`src/rtl/syscall_unit.sv`:
```
// -----------------------------------------------------------------------------
// syscall_unit
//   Synthesizable syscall dispatcher. It takes a syscall pulse plus packed
//   argument registers from the cpu, decodes the code and sequences the side
//   effects as multi-cycle transactions. Those side effects are memory
//   write/read-back, the console stream, video strobes, trig lookup and halt.
//
// Ports
//   clk, clear         clock, synchronous active-high reset
//   sys_signal         syscall request (rising edge detected internally)
//   sysregs            {arg1, arg0, code}, each DATA_W wide
//   busy, halt         servicing status, sticky halt (code 0)
//   mem_*              memory port: addr, wdata, we/re strobes, rdata (1-cycle)
//   load_signal/data   one-cycle value return to the cpu
//   trig_addr/rdata    trig table port (sin/cos pairs, 1-cycle latency)
//   con_*              console valid/ready stream, con_is_num selects decimal
//   vid_*              video activate/clear/write strobes with cell addr/data
//
// Build option
//   SYSCALL_STRLEN_LIMIT_EN : string print (code 5) stops after MAX_STR chars.
// -----------------------------------------------------------------------------
module syscall_unit #(
    parameter int unsigned DATA_W  = 16,
    parameter int unsigned ADDR_W  = 16,
    parameter int unsigned TRIG_AW = 10,
    parameter int unsigned MAX_STR = 256
) (
    input  logic                  clk,
    input  logic                  clear,
    input  logic                  sys_signal,
    input  logic [3*DATA_W-1:0]   sysregs,
    output logic                  busy,
    output logic                  halt,
    output logic [ADDR_W-1:0]     mem_addr,
    output logic [DATA_W-1:0]     mem_wdata,
    output logic                  mem_we,
    output logic                  mem_re,
    input  logic [DATA_W-1:0]     mem_rdata,
    output logic                  load_signal,
    output logic [DATA_W-1:0]     load_data,
    output logic [TRIG_AW-1:0]    trig_addr,
    input  logic [DATA_W-1:0]     trig_rdata,
    output logic                  con_valid,
    input  logic                  con_ready,
    output logic [DATA_W-1:0]     con_data,
    output logic                  con_is_num,
    output logic                  vid_activate,
    output logic                  vid_clear,
    output logic                  vid_write,
    output logic [DATA_W-1:0]     vid_addr,
    output logic [DATA_W-1:0]     vid_data
);

    typedef enum logic [3:0] {
        S_IDLE, S_EXEC, S_RD_WAIT, S_RET, S_CON,
        S_STR_RD, S_STR_WAIT, S_STR_OUT, S_HALTED
    } state_e;

    typedef enum logic [3:0] {
        OP_NOP, OP_WR, OP_RD, OP_NUM, OP_CHR, OP_STR,
        OP_ACT, OP_CLR, OP_VWR, OP_SIN, OP_COS
    } op_e;

    state_e state_q, state_d;
    op_e    op_q;

    logic [DATA_W-1:0] code_in, arg0_in, arg1_in;
    logic [DATA_W-1:0] arg0_q, arg1_q, load_q, con_data_q;
    logic [ADDR_W-1:0] addr_q;
    logic              con_num_q;
    logic              sys_q;
    logic              accept;
    logic              limit_hit;

    assign code_in = sysregs[DATA_W-1:0];
    assign arg0_in = sysregs[2*DATA_W-1:DATA_W];
    assign arg1_in = sysregs[3*DATA_W-1:2*DATA_W];

    // Only a fresh rising edge of sys_signal in IDLE starts a syscall;
    // anything arriving while busy or halted is simply dropped.
    assign accept = (state_q == S_IDLE) && sys_signal && !sys_q;

    function automatic op_e decode_op(input logic [DATA_W-1:0] code);
        case (code)
            DATA_W'(1):  decode_op = OP_WR;
            DATA_W'(2):  decode_op = OP_RD;
            DATA_W'(3):  decode_op = OP_NUM;
            DATA_W'(4):  decode_op = OP_CHR;
            DATA_W'(5):  decode_op = OP_STR;
            DATA_W'(6):  decode_op = OP_ACT;
            DATA_W'(7):  decode_op = OP_CLR;
            DATA_W'(8):  decode_op = OP_VWR;
            DATA_W'(9):  decode_op = OP_SIN;
            DATA_W'(10): decode_op = OP_COS;
            default:     decode_op = OP_NOP;
        endcase
    endfunction

`ifdef SYSCALL_STRLEN_LIMIT_EN
    localparam int unsigned CNT_W = $clog2(MAX_STR + 1);
    logic [CNT_W-1:0] cnt_q;
    // cnt_q counts characters already emitted, so the beat being accepted
    // now is the last one when cnt_q reaches MAX_STR-1.
    assign limit_hit = (cnt_q == CNT_W'(MAX_STR - 1));
`else
    logic unused_max_str;
    assign unused_max_str = ^MAX_STR;
    assign limit_hit      = 1'b0;
`endif

    // State register
    always_ff @(posedge clk) begin
        if (clear) begin
            state_q <= S_IDLE;
        end else begin
            state_q <= state_d;
        end
    end

    // Next-state logic
    always_comb begin
        state_d = state_q;
        case (state_q)
            S_IDLE: begin
                if (accept) begin
                    state_d = (code_in == '0) ? S_HALTED : S_EXEC;
                end
            end
            S_EXEC: begin
                case (op_q)
                    OP_RD, OP_SIN, OP_COS: state_d = S_RD_WAIT;
                    OP_NUM, OP_CHR:        state_d = S_CON;
                    OP_STR:                state_d = S_STR_RD;
                    default:               state_d = S_IDLE;
                endcase
            end
            S_RD_WAIT:  state_d = S_RET;
            S_RET:      state_d = S_IDLE;
            S_CON:      if (con_ready) state_d = S_IDLE;
            S_STR_RD:   state_d = S_STR_WAIT;
            S_STR_WAIT: state_d = (mem_rdata == '0) ? S_IDLE : S_STR_OUT;
            S_STR_OUT: begin
                if (con_ready) begin
                    state_d = limit_hit ? S_IDLE : S_STR_RD;
                end
            end
            S_HALTED:   state_d = S_HALTED;
            default:    state_d = S_IDLE;
        endcase
    end

    // Output decode: strobes come straight from state and latched op, which
    // keeps them mutually exclusive by construction.
    always_comb begin
        busy         = 1'b0;
        halt         = 1'b0;
        mem_we       = 1'b0;
        mem_re       = 1'b0;
        load_signal  = 1'b0;
        con_valid    = 1'b0;
        vid_activate = 1'b0;
        vid_clear    = 1'b0;
        vid_write    = 1'b0;
        case (state_q)
            S_IDLE:   ;
            S_HALTED: halt = 1'b1;
            S_EXEC: begin
                busy         = 1'b1;
                mem_we       = (op_q == OP_WR);
                mem_re       = (op_q == OP_RD);
                vid_activate = (op_q == OP_ACT);
                vid_clear    = (op_q == OP_CLR);
                vid_write    = (op_q == OP_VWR);
            end
            S_RET: begin
                busy        = 1'b1;
                load_signal = 1'b1;
            end
            S_CON, S_STR_OUT: begin
                busy      = 1'b1;
                con_valid = 1'b1;
            end
            S_STR_RD: begin
                busy   = 1'b1;
                mem_re = 1'b1;
            end
            default: busy = 1'b1;
        endcase
    end

    // Datapath registers
    always_ff @(posedge clk) begin
        if (clear) begin
            sys_q      <= 1'b0;
            op_q       <= OP_NOP;
            arg0_q     <= '0;
            arg1_q     <= '0;
            addr_q     <= '0;
            load_q     <= '0;
            con_data_q <= '0;
            con_num_q  <= 1'b0;
`ifdef SYSCALL_STRLEN_LIMIT_EN
            cnt_q      <= '0;
`endif
        end else begin
            sys_q <= sys_signal;
            if (accept) begin
                op_q   <= decode_op(code_in);
                arg0_q <= arg0_in;
                arg1_q <= arg1_in;
                addr_q <= ADDR_W'(arg0_in);
`ifdef SYSCALL_STRLEN_LIMIT_EN
                cnt_q  <= '0;
`endif
            end
            case (state_q)
                S_EXEC: begin
                    if (op_q == OP_NUM || op_q == OP_CHR) begin
                        con_data_q <= arg0_q;
                        con_num_q  <= (op_q == OP_NUM);
                    end
                end
                S_RD_WAIT: begin
                    load_q <= (op_q == OP_SIN || op_q == OP_COS) ? trig_rdata : mem_rdata;
                end
                S_STR_WAIT: begin
                    con_data_q <= mem_rdata;
                    con_num_q  <= 1'b0;
                end
                S_STR_OUT: begin
                    if (con_ready) begin
                        addr_q <= addr_q + ADDR_W'(1);
`ifdef SYSCALL_STRLEN_LIMIT_EN
                        cnt_q  <= cnt_q + CNT_W'(1);
`endif
                    end
                end
                default: ;
            endcase
        end
    end

    assign mem_addr   = addr_q;
    assign mem_wdata  = arg1_q;
    assign load_data  = load_q;
    assign con_data   = con_data_q;
    assign con_is_num = con_num_q;
    assign vid_addr   = arg0_q;
    assign vid_data   = arg1_q;
    // sin at even, cos at odd entry of the pair selected by arg0
    assign trig_addr  = TRIG_AW'({arg0_q, (op_q == OP_COS)});

endmodule

```
`config.mk`:
```
export PLATFORM = sky130hd
export DESIGN_NAME = syscall_unit
export DESIGN_NICKNAME = d
export VERILOG_FILES = /design/src/rtl/syscall_unit.sv
export SDC_FILE = /design/constraint.sdc
export NUM_CORES = 1
export LEC_CHECK = 0
export CAP_MARGIN = 20
export CORE_MARGIN = 2
export CORE_UTILIZATION = 40
export DETAILED_ROUTE_END_ITERATION = 16
export PLACE_DENSITY = 0.78
export SLEW_MARGIN = 20
export SYNTH_ARGS = -nofsm -noshare
export SYNTH_HDL_FRONTEND = slang
export SYNTH_SLANG_ARGS = --single-unit
```
`constraint.sdc`:
```
create_clock -name clk -period 3.68 [get_ports clk]
set_input_delay 0.736 -clock clk [delete_from_list [all_inputs] [get_ports clk]]
set_output_delay 0.736 -clock clk [all_outputs]
set_load 0.02 [all_outputs]
```
# After elaboration in Yosys (flattened, before gate mapping)
# Memory sizes are Yosys's and may differ from the RTL's.
# Cells that the tools add are included.
word_totals:
  reg_bits: 90
  mem_bits_ro: 64
  out_inout_bits: 116
  elab_cells: 74
  n_memories: 1
op_classes:
  n_addsub: 1
  n_eq_ne: 22
  mux: 25
  reduce_logical: 16
memory_table:
  columns: ["name", "depth", "width", "rd", "rd_ports_with_merged_regs", "wr", "line", "source"]
  rows:
  - ["(no name shown)", 16, 4, 1, 0, 0, "84", "case (code)"]
op_table:
  columns: ["operator", "n"]
  rows:
  - ["two-way mux 16 bit", 5]
  - ["equality test 4 x 3 -> 1 bit (second input constant)", 8]
  - ["zero test 16 bit", 2]
  - ["case mux 16 bit (2 select lines)", 1]
  - ["case mux 4 bit (8 select lines)", 1]
  - ["two-way mux 4 bit", 5]
  - ["adder 16 x 1 -> 16 bit (second input constant)", 1]
  - ["equality test 4 x 2 -> 1 bit (second input constant)", 4]
  - ["equality test 4 bit (second input constant)", 4]
  - ["zero test 12 bit", 1]
  - ["two-way mux 1 bit", 9]
  - ["case mux 3 bit (3 select lines)", 1]
  - ["equality test 4 x 1 -> 1 bit (second input constant)", 2]
  - ["inequality test 2 bit (second input constant)", 4]
  - ["OR reduction 2 bit", 3]
  - ["zero test 4 bit", 1]
  - ["case mux 1 bit (2 select lines)", 2]
  - ["two-way mux 3 bit", 1]
  - ["AND reduction 3 bit", 1]
  - ["OR reduction 3 bit", 1]
  - ["logical AND 1 bit", 2]
  - ["logical OR 1 bit", 2]
  - ["AND reduction 2 bit", 1]
  - ["nonzero test 2 bit", 1]
  - ["zero test 1 bit", 1]

# Depth between registers and ports, before layout
logic_depth:
  word_depth: 6
  ltp_mapped: 9

# Worst setup path before layout
# No wires, ideal clock.
synth_timing:
  kind: "reg-to-output"
  startpoint: "register state_q[2]"
  endpoint: "output mem_we"
  t_arrival_ns: 1.638
  t_required_ns: 2.944
  slack_ns: 1.306
  stages_incl_launch_ff: 5
  cell_sequence: "dfxtp_1 > or2_1 > or3_1 > buf_2 > nor4_1"
synth_between:
  elab_chain_len: 2
synth_rtl:
  columns: ["item", "line", "source"]
  rows:
  - ["start: declaration", "64", "state_e state_q, state_d;"]
  - ["start signal: assignment", "116", "state_q <= state_d;"]
  - ["equality test 4 x 1 -> 1 bit", "164", "case (state_q)"]
  - ["two-way mux 1 bit", "164", null]
  - ["end: declaration", "36", "output logic mem_we,"]
# No other way between the ends.

# Final worst setup path
layout_timing:
  startpoint: "register state_q[1]"
  endpoint: "output mem_re"
layout_between:
  elab_chain_len: 2
  word_cells_on_any_way: 3
  cone_classes: "eq/ne: 2; mux: 1"
layout_rtl:
  columns: ["item", "line", "source"]
  rows:
  - ["equality test 4 x 3 -> 1 bit or equality test 4 x 1 -> 1 bit (tied branches)", "164", null]
  - ["case mux 1 bit (2 select lines) (*)", "164", null]
  - ["end: declaration", "37", "output logic mem_re,"]
# Every way passes the cells marked *; elsewhere a longest branch is shown, timed or not.

==> out/summary.md <==
The run finished with clean final reports. After the last flow step, the layout net total stands at 768. The final antenna diode count is 0, and the number of hold violations in the final report is 0.

Counting instances, the worst hold path has a depth of 2. Counting every sink on the clock net gives 90. The clock arrives with 11.1 ps of skew. Wires add up to 13,300 um. In the synthesized netlist, the cells that appear most often are dfxtp_1, nand2_1, nor2_1. Setup repair after global routing left no endpoint under its margin. The logs give 612 for the post-synthesis net count and 401 ps for the worst setup slack after layout. The largest vdd supply drop was 0.000217 V; the number of failing setup endpoints in the final timing report was 0. The startpoint of the lowest-slack register-to-register path was state_q[1].

The max-slew violation total from the final report was 0; the share of layout cells above drive strength 1 was 0.0494. Pre-CTS setup slack: 783 ps. The logs give 350 ps for the clock latency on the worst-skew pair and 4310 um2 for the area of the mapped netlist. The total overflow left after global routing is 0. The y dimension of the die works out to 108 um. For the pin with the worst max-slew slack, the measured transition is 850 ps.

The arrival time at the worst endpoint is 2540 ps, and the worst-case register-to-register setup slack is 1330 ps. Once layout is done, the placed cells without fillers occupy 6350 um2. The number of buffers inserted to repair setup after CTS is 0, and the total number of vias is 4,388. The run gives 0 ps as the accumulated negative setup slack.

The area added between synthesis and finish came out at 47.5%. The post-route minimum period works out to 3280 ps. The floorplan die area is 11,600 um2. The total number of H-tree levels came out at 3.

The number of flip-flops and latches in the synthesized netlist was 90. Clock-pin slew was measured on the worst setup and hold paths at 100 ps. The total area inside the core boundary comes to 10,400 um2. The worst min-delay path startpoint is mem_wdata[8].

Synthesis handed over a netlist of 527 instances. The ratio of total power to cell area was 327 nW/um2; the max capacitance violation total was 0. Of all nets on the critical path, the largest fanout is 17.

The number of enable flip-flop cells after synthesis is 0. The initial standard-cell utilization of the core is 0.415. The tools report the number of inserted filler cells in the final layout as 923. The logs give 47 for the number of different library cells in the post-synthesis netlist and 0 for the final routed DRC violation total.

In the routed layout, each cell is associated on average with a via count of 5.33. The number of search-and-repair iterations in the first detailed-routing pass is 5, and the initial detailed-routing violation count is 169. TritonCTS built the clock tree. In this run the worst hold path is classified as reg -> reg. Kind of start point of the critical path: a register. The detailed-placement wirelength estimate is 10,000 um, and the fraction of registers with async set/reset is 0. The remaining antenna violation count after routing is 0. Flip-flop cell with the highest count after synthesis: dfxtp_1. Average detailed-routed wire length per instance: 16.1 um.

For the worst setup path, the data required time is 2940 ps. The first global-routing pass estimated 20,800 um of wire. STA classifies the critical path endpoint as an output pin. The critical path is of the reg -> out type. The average instance in the mapped netlist occupies 8.17 um2. The clock passes through at most 2 buffers. Fraction of the cycle the final worst path needs: 0.891. The global router's overall resource usage is 0.224. The fraction of post-synthesis cell area in the top cell type by area came out at 0.418. The logic depth of the worst register-to-register path is 5.

Entering global routing, the biggest net connects 45 pins. The number of core rows was 37; the count of port buffers added during placement was 199. Once placement finished, the instance area stood at 6170 um2. In this run the static leakage power is 2.03 nW. The tools report the buffer type at the clock tree root as clkbuf_8.

dfxtp_1 takes more of the synthesized area than any other cell. By instance count, the leading cell after synthesis is dfxtp_1. The worst hold path terminates at mem_wdata[8]. The number of buffers created by CTS was 9; the number of top-level design ports was 200. Sequential fraction of the synthesis area: 0.418. Endpoint of the worst-slack reg-to-reg timing path: mem_wdata[1].

Static timing analysis puts the maximum clock frequency at 305 MHz. In this run the horizontal extent of the chip is 108 um. The run gives 0 as the number of antenna violations at the first check in global routing. The headroom to the max-slew limit was 0.433.

The logs give 0 for the number of instances resized during post-cts repair and 2.08 mW for the post-route total power. The logs give 0 for the number of hold-repair buffers added at the cts stage and 0 for the yosys synthesis warning count. The tools report the number of global-route vias before repair as 4,193.

By area the synthesized netlist is led by dfxtp_1, mux2i_1, nand2_1. Routability-driven placement finished with a final weighted congestion of 0.845.
state kept, by name (all words and copies together) (netlist names):
signal,cells
mem_addr,16
op_q,4
con_data,16
con_is_num,1
mem_wdata,16
vid_addr,16
load_data,16
state_q,4
sys_q,1
worst max-delay path by stage:
| stage | end | start | cells past startpoint |
|---|---|---|---|
| floorplan | mem_we | state_q[2] | 4 |
| finish | mem_re | state_q[1] | 5 |
| detailed placement | mem_re | state_q[2] | 5 |
| global placement | mem_re | state_q[2] | 5 |
| global route | mem_re | state_q[0] | 5 |
| CTS | mem_re | state_q[1] | 5 |
metal layers:
layer | up-vias | routed length [um] | GRT usage
met5 | - | 0 | 0
met4 | 0 | 129 | 0.0531
met3 | 14 | 1280 | 0.0611
met2 | 194 | 6400 | 0.387
met1 | 2028 | 5490 | 0.275
li1 | 2152 | - | -
power breakdown:
group	switching, mW	internal [mW]	leakage (nW)
Combinational	0.186	0.200	1.21
Sequential	0.0424	1.01	0.732
Clock	0.384	0.259	0.0901
Total	0.612	1.47	2.03
worst max-delay path: stages (launching register included):
cell             delay (ps)
dfxtp_1                 460
nand2b_1                230
or3_1                   500
o32a_1                  350
inv_1                    60
clkdlybuf4s50_1         590
kinds of logic (layout without fill, tap and decap cells):
logic type / after synthesis / after routing / share of synthesized area
compound gates: 122 / 122 / 0.177
xor+xnor: 4 / 4 / 0.00814
fa+ha+maj: 1 / 1 / 0.00291
buf+inv: 67 / 228 / 0.0889
flops: 90 / 90 / 0.418
mux: 36 / 36 / 0.0849
simple gates: 207 / 207 / 0.219
through the flow:
stage / hold WS [ps] / util / std cells
floorplan: 453 / - / 527
detailed placement: 471 / 0.595 / 808
global route: 512 / 0.613 / 824
CTS: 486 / 0.613 / 824
global placement: 461 / 0.595 / 808
finish: 485 / 0.613 / 824
layout by cell type, fill, tap and decap left out, types with 2 or more instances in the layout:
cell type and count:
clkdlybuf4s50_1 198, dfxtp_1 90, nand2_1 85, nor2_1 58, a21oi_1 46, mux2i_1 32, a211oi_1 32, o21ai_0 16
nor4_1 13, a31oi_1 12, nand3_1 10, clkbuf_8 9, buf_4 8, inv_1 5, nand2b_1 5, nor3_1 5
and2_1 4, nand4_1 4, mux2_2 4, nand3b_1 4, or3_1 3, nor2b_1 3, and3_1 3, or2_1 2
xor2_1 2, a221oi_1 2, o22ai_1 2, o311ai_0 2, a32oi_1 2, xnor2_1 2, inv_6 2, inv_8 2
clkinvlp_4 2
final cells by class:
| type | instances | area, um2 | share of cell area |
|---|---|---|---|
| inverter | 5 | 18.8 | 0.00295 |
| clock inverter | 7 | 60.1 | 0.00945 |
| timing repair buffer | 207 | 2050 | 0.322 |
| multi-input combinational | 370 | 2130 | 0.335 |
| sequential | 90 | 1800 | 0.284 |
| clock buffer | 9 | 124 | 0.0195 |
| tap | 136 | 170 | 0.0268 |
Power figures use the tool's default switching activity.
